--- src/rtl/fetch_decode_stage.sv ---
// Multi-cycle fetch/decode stage: FETCH -> LOAD -> EXEC -> WRITE per instruction,
// latching the fetched word and driving a registered control bundle to execute.
module fetch_decode_stage #(
  parameter int unsigned PC_WIDTH = 8,
  parameter int unsigned RESET_PC = 0
) (
  input  logic                clk,
  input  logic                reset,
  input  logic                stall,
  input  logic [31:0]         imem_rdata,
  output logic [PC_WIDTH-1:0] imem_addr,
  output logic [PC_WIDTH-1:0] pc,
  output logic [31:0]         instruction,
  output logic                aluSrcb,
  output logic                shiftSrc,
  output logic                memSrc,
  output logic                regWriteEn,
  output logic                RaWriteEn,
  output logic [2:0]          aluop,
  output logic                shifttype,
  output logic                halted
);

  typedef enum logic [2:0] {StFetch, StLoad, StExec, StWrite, StHalt} state_e;

  localparam logic [PC_WIDTH-1:0] ResetPc = RESET_PC[PC_WIDTH-1:0];

  state_e              state_q, state_d;
  logic [PC_WIDTH-1:0] pc_q, pc_d;
  logic [31:0]         instr_q, instr_d;
  logic                alu_src_b_q, alu_src_b_d;
  logic                shift_src_q, shift_src_d;
  logic                mem_src_q, mem_src_d;
  logic                reg_we_q, reg_we_d;
  logic [2:0]          aluop_q, aluop_d;
  logic                shift_type_q, shift_type_d;
  logic                halted_q, halted_d;

  // Combinational decode of the word arriving from memory.
  logic       dec_alu_src_b, dec_shift_src, dec_mem_src, dec_shift_type;
  logic [2:0] dec_aluop;
  logic [3:0] opcode, func;

  assign opcode = imem_rdata[31:28];
  assign func   = imem_rdata[3:0];

  always_comb begin
    dec_alu_src_b  = 1'b0;
    dec_shift_src  = 1'b0;
    dec_mem_src    = 1'b0;
    dec_shift_type = 1'b0;
    dec_aluop      = 3'd0;
    unique case (opcode)
      4'b0000: begin
        dec_alu_src_b = 1'b1;
        dec_mem_src   = 1'b1;
        unique case (func)
          4'b0101: dec_aluop = 3'd0;
          4'b1001: dec_aluop = 3'd1;
          4'b0001: dec_aluop = 3'd2;
          4'b0010: dec_aluop = 3'd3;
          4'b0011: dec_aluop = 3'd4;
          default: begin
            // Unlisted func is a NOP: nothing asserted.
            dec_alu_src_b = 1'b0;
            dec_mem_src   = 1'b0;
          end
        endcase
      end
      4'b0101: begin dec_mem_src = 1'b1; dec_aluop = 3'd0; end
      4'b1001: begin dec_mem_src = 1'b1; dec_aluop = 3'd1; end
      4'b0001: begin dec_mem_src = 1'b1; dec_aluop = 3'd2; end
      4'b0010: begin dec_mem_src = 1'b1; dec_aluop = 3'd3; end
      4'b0011: begin dec_mem_src = 1'b1; dec_aluop = 3'd4; end
      4'b1000: begin
        dec_mem_src    = 1'b1;
        dec_shift_src  = 1'b1;
        dec_shift_type = imem_rdata[0];
      end
      default: ;
    endcase
  end

  always_comb begin
    state_d      = state_q;
    pc_d         = pc_q;
    instr_d      = instr_q;
    alu_src_b_d  = alu_src_b_q;
    shift_src_d  = shift_src_q;
    mem_src_d    = mem_src_q;
    reg_we_d     = 1'b0;
    aluop_d      = aluop_q;
    shift_type_d = shift_type_q;
    halted_d     = halted_q;
    unique case (state_q)
      StFetch: begin
        if (!stall) state_d = StLoad;
      end
      StLoad: begin
        instr_d      = imem_rdata;
        alu_src_b_d  = dec_alu_src_b;
        shift_src_d  = dec_shift_src;
        mem_src_d    = dec_mem_src;
        aluop_d      = dec_aluop;
        shift_type_d = dec_shift_type;
        if (opcode == 4'b1111) begin
          state_d  = StHalt;
          halted_d = 1'b1;
        end else begin
          state_d = StExec;
        end
      end
      StExec: begin
        // memSrc doubles as the "instruction writes" flag.
        reg_we_d = mem_src_q;
        state_d  = StWrite;
      end
      StWrite: begin
        pc_d    = pc_q + PC_WIDTH'(1);
        state_d = StFetch;
      end
      StHalt: begin
        alu_src_b_d  = 1'b0;
        shift_src_d  = 1'b0;
        mem_src_d    = 1'b0;
        aluop_d      = 3'd0;
        shift_type_d = 1'b0;
        halted_d     = 1'b1;
      end
      default: state_d = StFetch;
    endcase
  end

  always_ff @(posedge clk or posedge reset) begin
    if (reset) begin
      state_q      <= StFetch;
      pc_q         <= ResetPc;
      instr_q      <= 32'd0;
      alu_src_b_q  <= 1'b0;
      shift_src_q  <= 1'b0;
      mem_src_q    <= 1'b0;
      reg_we_q     <= 1'b0;
      aluop_q      <= 3'd0;
      shift_type_q <= 1'b0;
      halted_q     <= 1'b0;
    end else begin
      state_q      <= state_d;
      pc_q         <= pc_d;
      instr_q      <= instr_d;
      alu_src_b_q  <= alu_src_b_d;
      shift_src_q  <= shift_src_d;
      mem_src_q    <= mem_src_d;
      reg_we_q     <= reg_we_d;
      aluop_q      <= aluop_d;
      shift_type_q <= shift_type_d;
      halted_q     <= halted_d;
    end
  end

  assign imem_addr   = pc_q;
  assign pc          = pc_q;
  assign instruction = instr_q;
  assign aluSrcb     = alu_src_b_q;
  assign shiftSrc    = shift_src_q;
  assign memSrc      = mem_src_q;
  assign regWriteEn  = reg_we_q;
  assign RaWriteEn   = 1'b0;
  assign aluop       = aluop_q;
  assign shifttype   = shift_type_q;
  assign halted      = halted_q;

endmodule

--- config.mk ---
export PLATFORM = sky130hd
export DESIGN_NAME = fetch_decode_stage
export DESIGN_NICKNAME = d
export VERILOG_FILES = /design/src/rtl/fetch_decode_stage.sv
export SDC_FILE = /design/constraint.sdc
export NUM_CORES = 1
export LEC_CHECK = 0
export ABC_AREA = 1
export CORE_MARGIN = 2
export CORE_UTILIZATION = 47
export DETAILED_ROUTE_END_ITERATION = 16
export PLACE_DENSITY = 0.86
export SLEW_MARGIN = 20
export SYNTH_ARGS = -nofsm -noshare
export SYNTH_HDL_FRONTEND = slang
export SYNTH_SLANG_ARGS = --single-unit
--- constraint.sdc ---
create_clock -name clk -period 3.75 [get_ports clk]
set_clock_uncertainty 0.15 [all_clocks]
set_input_delay 0.375 -clock clk [delete_from_list [all_inputs] [get_ports clk]]
set_output_delay 0.375 -clock clk [all_outputs]
set_load 0.005 [all_outputs]
## Yosys cells after proc, flatten, opt, wreduce, memory -nomap -nowiden

Index checks and enable logic that the tools add are counted.

| cells by class | value |
|---|---|
| add/sub/neg operators | 1 |
| multipliers | 0 |
| divide/modulo/power cells | 0 |
| order comparisons | 0 |
| equality and inequality tests | 18 |
| shift operators | 0 |
| multiplexer cells | 18 |
| bitwise operators | 1 |
| reductions and logical operators | 7 |

Operators with widths:

| kind | number |
|---|---|
| $pmux W3 S4 | 2 |
| $eq A4 B2 Y1 const B | 4 |
| $eq A4 B4 Y1 const B | 4 |
| $pmux W3 S5 | 1 |
| $pmux W1 S2 | 6 |
| $add A8 B1 Y8 const B | 1 |
| $eq A4 B1 Y1 const B | 2 |
| $eq A4 B3 Y1 const B | 2 |
| $eq A3 B2 Y1 const B | 2 |
| $mux W1 | 6 |
| $mux W3 | 2 |
| $pmux W3 S2 | 1 |
| $reduce_or A6 Y1 | 1 |
| $reduce_or A5 Y1 | 1 |
| $logic_not A4 Y1 | 1 |
| $ne A2 B2 Y1 const B | 2 |
| $reduce_and A2 Y1 | 2 |
| $eq A3 B1 Y1 const B | 1 |
| $eq A3 B3 Y1 const B | 1 |
| $logic_not A3 Y1 | 1 |
| $reduce_bool A2 Y1 | 1 |
| $not A1 Y1 | 1 |

| storage, ports and cells | value |
|---|---|
| register bits after elaboration | 52 |
| bits in latches | 0 |
| memory bits (writable) | 0 |
| memory bits (read-only) | 0 |
| input port bits | 35 |
| output and inout port bits | 58 |
| word-level logic and storage cells | 55 |
| memories | 0 |

## Longest topological paths before layout

| depth | value |
|---|---|
| depth after elaboration | 5 |
| depth in mapped cells | 7 |
| mapped depth without buffers | 7 |

## Worst setup path after synthesis

OpenSTA, ideal clock, no wires.

| timing | value |
|---|---|
| path kind | reg2reg |
| from | register pc_q[0] (netlist: imem_addr[0]) |
| to | register pc_q[4] (netlist: imem_addr[4]) |
| library setup time | 0.126 ns |
| arrival | 0.964 ns |
| data required time | 3.474 ns |
| setup slack | 2.510 ns |
| stages on the path, launching flop included | 6 |
| buffers on the path | 0 |
| period minus slack after synthesis | 1.240 ns |
| cells stage by stage | dfrtp_1 -> ha_1 -> nand3_1 -> xor2_1 -> nand2_1 -> o21ai_0 |

| on the way | value |
|---|---|
| word-level cells in the longest chain between the ends | 1 |

RTL lines:

| what | line | text |
|---|---|---|
| start: declaration | 29 | `logic [PC_WIDTH-1:0] pc_q, pc_d;` |
| start signal: assignment | 137 | `pc_q <= ResetPc;` |
| start signal: assignment | 148 | `pc_q <= pc_d;` |
| $add A8 B1 Y8 | 119 | `pc_d = pc_q + PC_WIDTH'(1);` |

No other way between the ends.
A chain may end at the register's enable or synchronous reset.

## Final worst setup path

| timing | value |
|---|---|
| from | register state_q[1] |
| to | register shift_type_q (netlist: shifttype) |

| on the way | value |
|---|---|
| word-level cells in the longest chain between the ends | 2 |
| elaborated cells on any way between the ends | 4 |
| classes of those cells | eq/ne (2); mux (1); reduce/logical (1) |

RTL lines:

| what | line | text |
|---|---|---|
| start: declaration | 28 | `state_e state_q, state_d;` |
| start signal: assignment | 136 | `state_q <= StFetch;` |
| start signal: assignment | 147 | `state_q <= state_d;` |
| $eq A3 B3 Y1 / $eq A3 B1 Y1 (equally long branches) | 95 | `unique case (state_q)` |
| $pmux W1 S2 / $reduce_bool A2 Y1 (equally long branches) | - |  |
| end signal: assignment | 155 | `shift_type_q <= shift_type_d;` |
| end: declaration | 36 | `logic shift_type_q, shift_type_d;` |

Several ways; a longest one is shown, not always the timed one.

==> results.py <==
metrics = {
    "pwr": {
        "switching_share": 0.345,
        "switchingPower_w": 0.000826,
        "p_int_w": 0.00157,
        "clkPwrFrac": 0.159,
        "ir_drop_uv": 361,
        "pwr-share-seq": 0.399,
        "p_comb_frac": 0.442,
        "p_per_area_mw_per_mm2": 712,
        "leakagePower_nw": 1.66,
    },
    "synthesis": {
        "synth_top_area_cell": "dfrtp_1",
        "yosys_register_bits": 52,
        "yosys.area.top_type_share": 0.551,
        "syn_area_mm2": 0.00236,
        "avgSynthCellArea_um2": 8.17,
        "synth_cells": 289,
        "synth_nets": 325,
        "ys_warn_count": 0,
        "ys_types": 23,
        "synthTopCellsByArea": "dfrtp_1, nand2_1, buf_4, inv_1, nor2_1",
        "yosysSeqAreaShare": 0.551,
    },
    "global_routing": {
        "grt_start_max_net_pins": 53,
        "grt_overflow_total": 0,
        "track_usage": 0.199,
        "antenna_found_initial": 0,
        "grt_pass1_vias": 1970,
        "grt_pass1_wl_um": 8560,
    },
    "critical_path": {
        "max_stage_delay_ns": 0.53,
        "crit_start": "state_q[1]$_DFFE_PP0P_",
        "cp_top_family": "buffers and inverters",
        "start_kind": "flip-flop",
        "critPathCaptureType": "flip-flop",
        "critPathBufInv": 2,
        "crit_required_ns": 3.84,
        "timing.rr.start": "state_q[1]$_DFFE_PP0P_",
        "crit_type": "reg2reg",
        "path_cells": "inv_1 > nand3_4 > inv_2 > nand2_1 > o21ai_1",
        "cp_max_fo": 44,
        "crit_arrival_ns": 2.03,
        "cpMaxStageDelayCell": "inv_2",
    },
    "clock_network": {
        "clkTransAtPathRegs_ns": 0.09,
        "clock-sinks": 52,
        "clock_latency_ns": 0.30,
        "post_cts_resized": 0,
        "cts_root_buf": "clkbuf_8",
        "postCtsSetupBuffers": 0,
        "cts_tree": "done",
        "max-clock-path-buffers": 2,
        "postCtsHoldBufs": 0,
        "htree_num_levels": 2,
        "numCtsBuffers": 5,
    },
    "route": {
        "wl_per_cell_um": 12.1,
        "drtIter0Drc": 106,
        "vias": 2093,
        "wl_um": 5340,
        "dr.pass1.iters": 4,
        "drc": 0,
        "ant_nets": 0,
        "viasPerCell": 4.76,
    },
    "placement": {
        "io_buffers": 91,
        "place_ws_ns": 1.81,
        "placed_area_mm2": 0.00325,
        "dp_cells": 432,
        "gp_congestion": 0.847,
        "place_hpwl_um": 3850,
    },
    "layout": {
        "final_nets": 408,
        "finalInstanceArea_mm2": 0.00336,
        "area_growth_pct": 42.4,
        "final_cell_mix": "nand2_1, clkdlybuf4s50_1, dfrtp_1, inv_1, nor2_1",
        "layout.cells.non_filler": 440,
        "drive_gt1_frac": 0.0456,
        "mostFrequentLayoutCell": "nand2_1",
        "antennaDiodeCount": 0,
        "post-route-util": 0.702,
        "n_fill_cell": 393,
    },
    "timing": {
        "period_minus_slack_ns": 1.95,
        "slew_viol_final": 0,
        "slew_headroom": 0.437,
        "max_freq_mhz": 514,
        "rsz0062_at_grt": "no",
        "final.period_utilization": 0.519,
        "setup_tns_ns": 0,
        "setup_ws_ns": 1.80,
        "hold_viol_final": 0,
        "worst_slew_pin_slew_ns": 0.844,
        "setup_viol": 0,
    },
    "floorplan": {
        "rows": 25,
        "dieArea_mm2": 0.00560,
        "die_w_um": 74.9,
        "initial_core_util": 0.493,
        "core_area_mm2": 0.00479,
        "dieHeight_um": 74.9,
        "ios": 93,
    },
    "hold_path": {
        "hp-class": "reg2reg",
        "min_from": "halted$_DFFE_PP0P_",
    },
    "status": {
        "status": "finished, final reports clean",
    },
    "flow_run": {
        "max-cap-violations": 0,
    },
}
## worst paths after layout
check	to	slack [ns]	depth (start not counted)
max	shifttype$_DFFE_PP0P_	1.80	5
min	halted$_DFFE_PP0P_	0.33	1
max reg2reg	shifttype$_DFFE_PP0P_	1.80	5
min reg2reg	halted$_DFFE_PP0P_	0.33	1
max in group asynchronous	instruction[28]$_DFFE_PP0P_	2.56	2
min in group asynchronous	imem_addr[7]$_DFFE_PP0N_	0.38	2
## cell usage after synthesis
cell / number
a21boi_0: 1
xnor2_1: 1
nor3_2: 1
conb_1: 1
or2_1: 1
buf_2: 4
nand3_4: 1
inv_1: 18
nand3b_1: 2
buf_4: 11
nor2_1: 16
o21ai_0: 3
ha_1: 1
nand2_1: 142
o21ai_1: 9
inv_2: 5
dfrtp_1: 52
nand3_1: 10
nor3_1: 1
xor2_1: 4
nand4_1: 3
nand3_2: 1
nor3_4: 1
## layer usage
layer / share of wire / GRT usage / vias up
met4: 0.0096 / 0.0575 / 0
li1: - / - / 1041
met1: 0.42 / 0.245 / 970
met3: 0.073 / 0.0562 / 6
met5: 0 / 0 / -
met2: 0.50 / 0.343 / 76
## kinds of logic after synthesis
logic type                 count (synthesis)  synth area share
adders and majority gates                  1           0.00530
AOI/OAI and AO/OA                         13            0.0286
DFF                                       52             0.551
and+or+nand+nor                          179             0.314
xor gates and xnor gates                   5            0.0186
buffers and inverters                     38            0.0801
other                                      1           0.00159
## metrics by stage
| stage | hold WS, ns | total power (W) |
|---|---|---|
| CTS | 0.328 | 0.00241 |
| global placement | 0.305 | 0.00199 |
| floorplan | 0.308 | 0.00146 |
| global route | 0.345 | 0.00258 |
| finish | 0.330 | 0.00239 |
| detailed placement | 0.305 | 0.00203 |
## power by group through the flow
stage,Combinational (W),Sequential (W),Clock [W]
2_1_floorplan,0.000503,0.000958,0
3_3_place_gp,0.00104,0.000956,0
3_5_place_dp,0.00107,0.000960,0
4_1_cts,0.00108,0.000956,0.000381
5_1_grt,0.00119,0.000985,0.000406
6_report,0.00106,0.000955,0.000380
## area by class of cell
type                            instances  area, um2  area share
Sequential cell                        52       1300       0.387
Timing Repair Buffer                   91        911       0.271
Clock inverter                          2       35.0      0.0104
Inverter                               23       87.6      0.0261
Clock buffer                            6       72.6      0.0216
Multi-Input combinational cell        199        870       0.259
Tap cell                               67       83.8      0.0249
## flip-flops by register name, indices dropped and copies added, names as in the netlist
register,cells
shifttype,1
halted,1
aluop,3
state_q,3
memSrc,1
imem_addr,8
regWriteEn,1
aluSrcb,1
shiftSrc,1
instruction,32
No activity file was read; power rests on OpenSTA's default activity.
==> patch 1 (same settings) <==
Re-encode `state_e` (5 states) as one-hot, 5 bits wide.
--- a/src/rtl/fetch_decode_stage.sv
+++ b/src/rtl/fetch_decode_stage.sv
@@ -22,5 +22,5 @@
 );
 
-  typedef enum logic [2:0] {StFetch, StLoad, StExec, StWrite, StHalt} state_e;
+  typedef enum logic [4:0] {StFetch = 5'b00001, StLoad = 5'b00010, StExec = 5'b00100, StWrite = 5'b01000, StHalt = 5'b10000} state_e;
 
   localparam logic [PC_WIDTH-1:0] ResetPc = RESET_PC[PC_WIDTH-1:0];
Behaviour: same outputs for any inputs over 10 cycles, from zero or initial values and one cycle with reset high; not proved beyond that.
==> patch 1 against the unedited design <==
Combinational power down 10%. Setup slack got worse by 0.070 ns. Sequential cell count is 2 higher. Routed wire length grew 2.8%. Power down 7.3%. Utilization is 2.8 points lower. Die area is 5.2% higher. Critical endpoint is now shiftSrc$_DFFE_PP0P_. Global-route usage down 0.38 points. Sequential power increased by 1%. Synthesized area grew 5.5%. Count of clock-buffer cells in the layout increased by 1. Design area is 2.5% higher.
==> patch 1: results (changes against the unedited design) <==
Clock Network Area Fraction: 2.22% (-0.99 points)
Routed vias/inst: 4.69 (-1.4%)
Fraction of area in registers: 39.3% (+0.56 points)
Layout Nets: 424 (+3.9%)
Synth cell count leaders: 145 x nand2_1, 53 x dfrtp_1, 23 x inv_1, 20 x nor2_1, 14 x nand3_1
Main area contributors after synthesis: dfrtp_1 53%, nand2_1 22%, buf_4 3.6%
Drt wl/cell: 12.0 um (-1.2%)
Number of global-route vias before repair: 2095 (+6.3%)
P_leak: 1.70 nW (+2.3%)
M1 WL: 2.32 mm (+3.7%)
Inverters: 24 (+4.3%)
Clock buffers: 7 (+1)
Met2 wire length: 2.71 mm (+2.1%)
Final HPWL DP: 4.03 mm (+4.7%)
Met3 usage: 4.71% (-0.92 points)
Routing usage on met2: 34.6% (+0.25 points)
RR Startpoint: state_q[3]$_DFFE_PP0P_
Clock Sinks: 54 (+3.8%)
Fillers: 434 (+10%)
First-pass GRT wire length: 9.31 mm (+8.7%)
Slowest-stage cell, CP: nand3_2
Power Clock: 301 uW (-21%)
Family with the most delay on the worst path: simple AND/OR/NAND/NOR gates
Met3 WL: 339 um (-13%)
Syn nets: 343 (+5.5%)
Reg2Reg Depth: 6 (+1)
Multi-Input Combinational: 212 (+6.5%)
Critical path endpoint: shiftSrc$_DFFE_PP0P_
Status: completed
Crit path max fanout: 43 (-2.3%)
Largest net degree at the start of global routing: 55 (+3.8%)
Clock Power Share: 13.6% (-2.3 points)
Worst Tran Pin Value: 0.876 ns (+0.0319 ns)
Yosys cell types: 24 (+4.3%)
Worst vdd ir: 0.370 mV (+2.6%)
Multi-input logic area: 925 um2 (+6.3%)
Sequential area share after synthesis: 54.3% (-0.79 points)
-- patch 1: cell count changes after synthesis, moves of 3 or more --
cell,unedited run,this run
inv_1,18,23
inv_2,5,1
nand2_1,142,145
nand2_2,0,3
nand3_1,10,14
nor2_1,16,20
o21ai_0,3,6
o21ai_1,9,6
-- patch 1: kinds of logic (layout without fill, tap and decap cells) --
group                      Yosys count  count (layout)  share of synthesized area, %
AOI/OAI and AO/OA                   13              13                          2.77
xor gates and xnor gates             5               5                          2.06
adders and majority gates            1               1                         0.503
buffers and inverters               41             122                          8.50
DFF                                 54              54                          54.3
other                                1               1                         0.151
and+or+nand+nor                    192             192                          31.7
-- patch 1: metrics by stage --
step | cells | cell area (um2) | hold slack (ns)
after CTS | 458 | 3440 | 0.331
final | 458 | 3440 | 0.332
after global routing | 458 | 3440 | 0.348
after global placement | 451 | 3370 | 0.312
after detailed placement | 451 | 3370 | 0.311
after floorplan | 307 | 2490 | 0.313
==> patch 2 (same flow settings) <==
Without the edit above. The parameter `PC_WIDTH` goes from 8 to 6.
--- a/src/rtl/fetch_decode_stage.sv
+++ b/src/rtl/fetch_decode_stage.sv
@@ -2,5 +2,5 @@
 // latching the fetched word and driving a registered control bundle to execute.
 module fetch_decode_stage #(
-  parameter int unsigned PC_WIDTH = 8,
+  parameter int unsigned PC_WIDTH = 6,
   parameter int unsigned RESET_PC = 0
 ) (
Interface: changed (resized imem_addr and pc); port bits go from 93 to 89. The function was not compared with the original's and may differ.
==> patch 2 against the unedited design <==
Non-clock buffer count down 4. Power down 3.1%. Design area down 7.4%. Sequential cell count down 2. Routed wire length down 3.6%. Synthesized area down 7.7%. Synthesized cell count down 10%. Setup slack worse by 0.35 ns.
==> patch 2: results (changes against the unedited design) <==
Placement Setup Slack: 1.43 ns (-0.373 ns)
Status: completed
Yosys cell types: 21 (-8.7%)
Iter 0 DRT Violations: 226 (+110%)
I/O Buffers: 87 (-4.4%)
Drt wl/cell: 13.1 um (+8.0%)
Fillers: 357 (-9.2%)
Syn nets: 296 (-8.9%)
Crit path max fanout: 41 (-6.8%)
Reg2reg end: halted$_DFFE_PP0P_
Syn_area_per_cell: 8.38 um2 (+2.6%)
Fraction of area in non-clock buffers: 28.0% (+0.88 points)
Number of global-route vias before repair: 1872 (-5.0%)
Min-delay src: instruction[26]$_DFFE_PP0P_
Synth cell count leaders: 129 x nand2_1, 50 x dfrtp_1, 15 x inv_1, 15 x nor2_1, 14 x nand3_1
Critical path's largest stage delay: 0.67 ns (+0.14 ns)
P_sw: 778 uW (-5.7%)
Hold Crit Endpoint: instruction[26]$_DFFE_PP0P_
DP Area: 3000 um2 (-7.6%)
Final HPWL DP: 3.81 mm (-0.91%)
Met3 usage: 6.53% (+0.91 points)
Met3 WL: 379 um (-3.1%)
GPL Wtd Cong: 0.771 (-9.0%)
Final hold slack: 0.331 ns (+0.000711 ns)
Multi-Input Combinational: 180 (-9.5%)
FF+latch count: 50 (-3.8%)
Total Wirelength: 5.15 mm (-3.6%)
M1 WL: 2.06 mm (-7.9%)
Met2 wire length: 2.66 mm (+0.26%)
Fraction of area in multi-input gates: 24.3% (-1.5 points)
Rel. slew slack: 44.6% (+0.89 points)
Non-Clock Buffer Count: 87 (-4.4%)
## patch 2: cell types whose count changed after synthesis, moves of 3 or more
cell / change
buf_2: -3
buf_6: +3
inv_1: -3
inv_2: -4
nand2_1: -13
nand3_1: +4
o21ai_0: +6
o21ai_1: -9
## patch 2: how the worst max path moves through the flow
stage | from | end | cells past startpoint
6_report | state_q[1]$_DFFE_PP0P_ | halted$_DFFE_PP0P_ | 6
5_1_grt | state_q[1]$_DFFE_PP0P_ | halted$_DFFE_PP0P_ | 6
4_1_cts | state_q[1]$_DFFE_PP0P_ | halted$_DFFE_PP0P_ | 6
3_5_place_dp | state_q[1]$_DFFE_PP0P_ | halted$_DFFE_PP0P_ | 6
3_3_place_gp | state_q[1]$_DFFE_PP0P_ | halted$_DFFE_PP0P_ | 6
2_1_floorplan | reset | aluSrcb$_DFFE_PP0P_ | 1
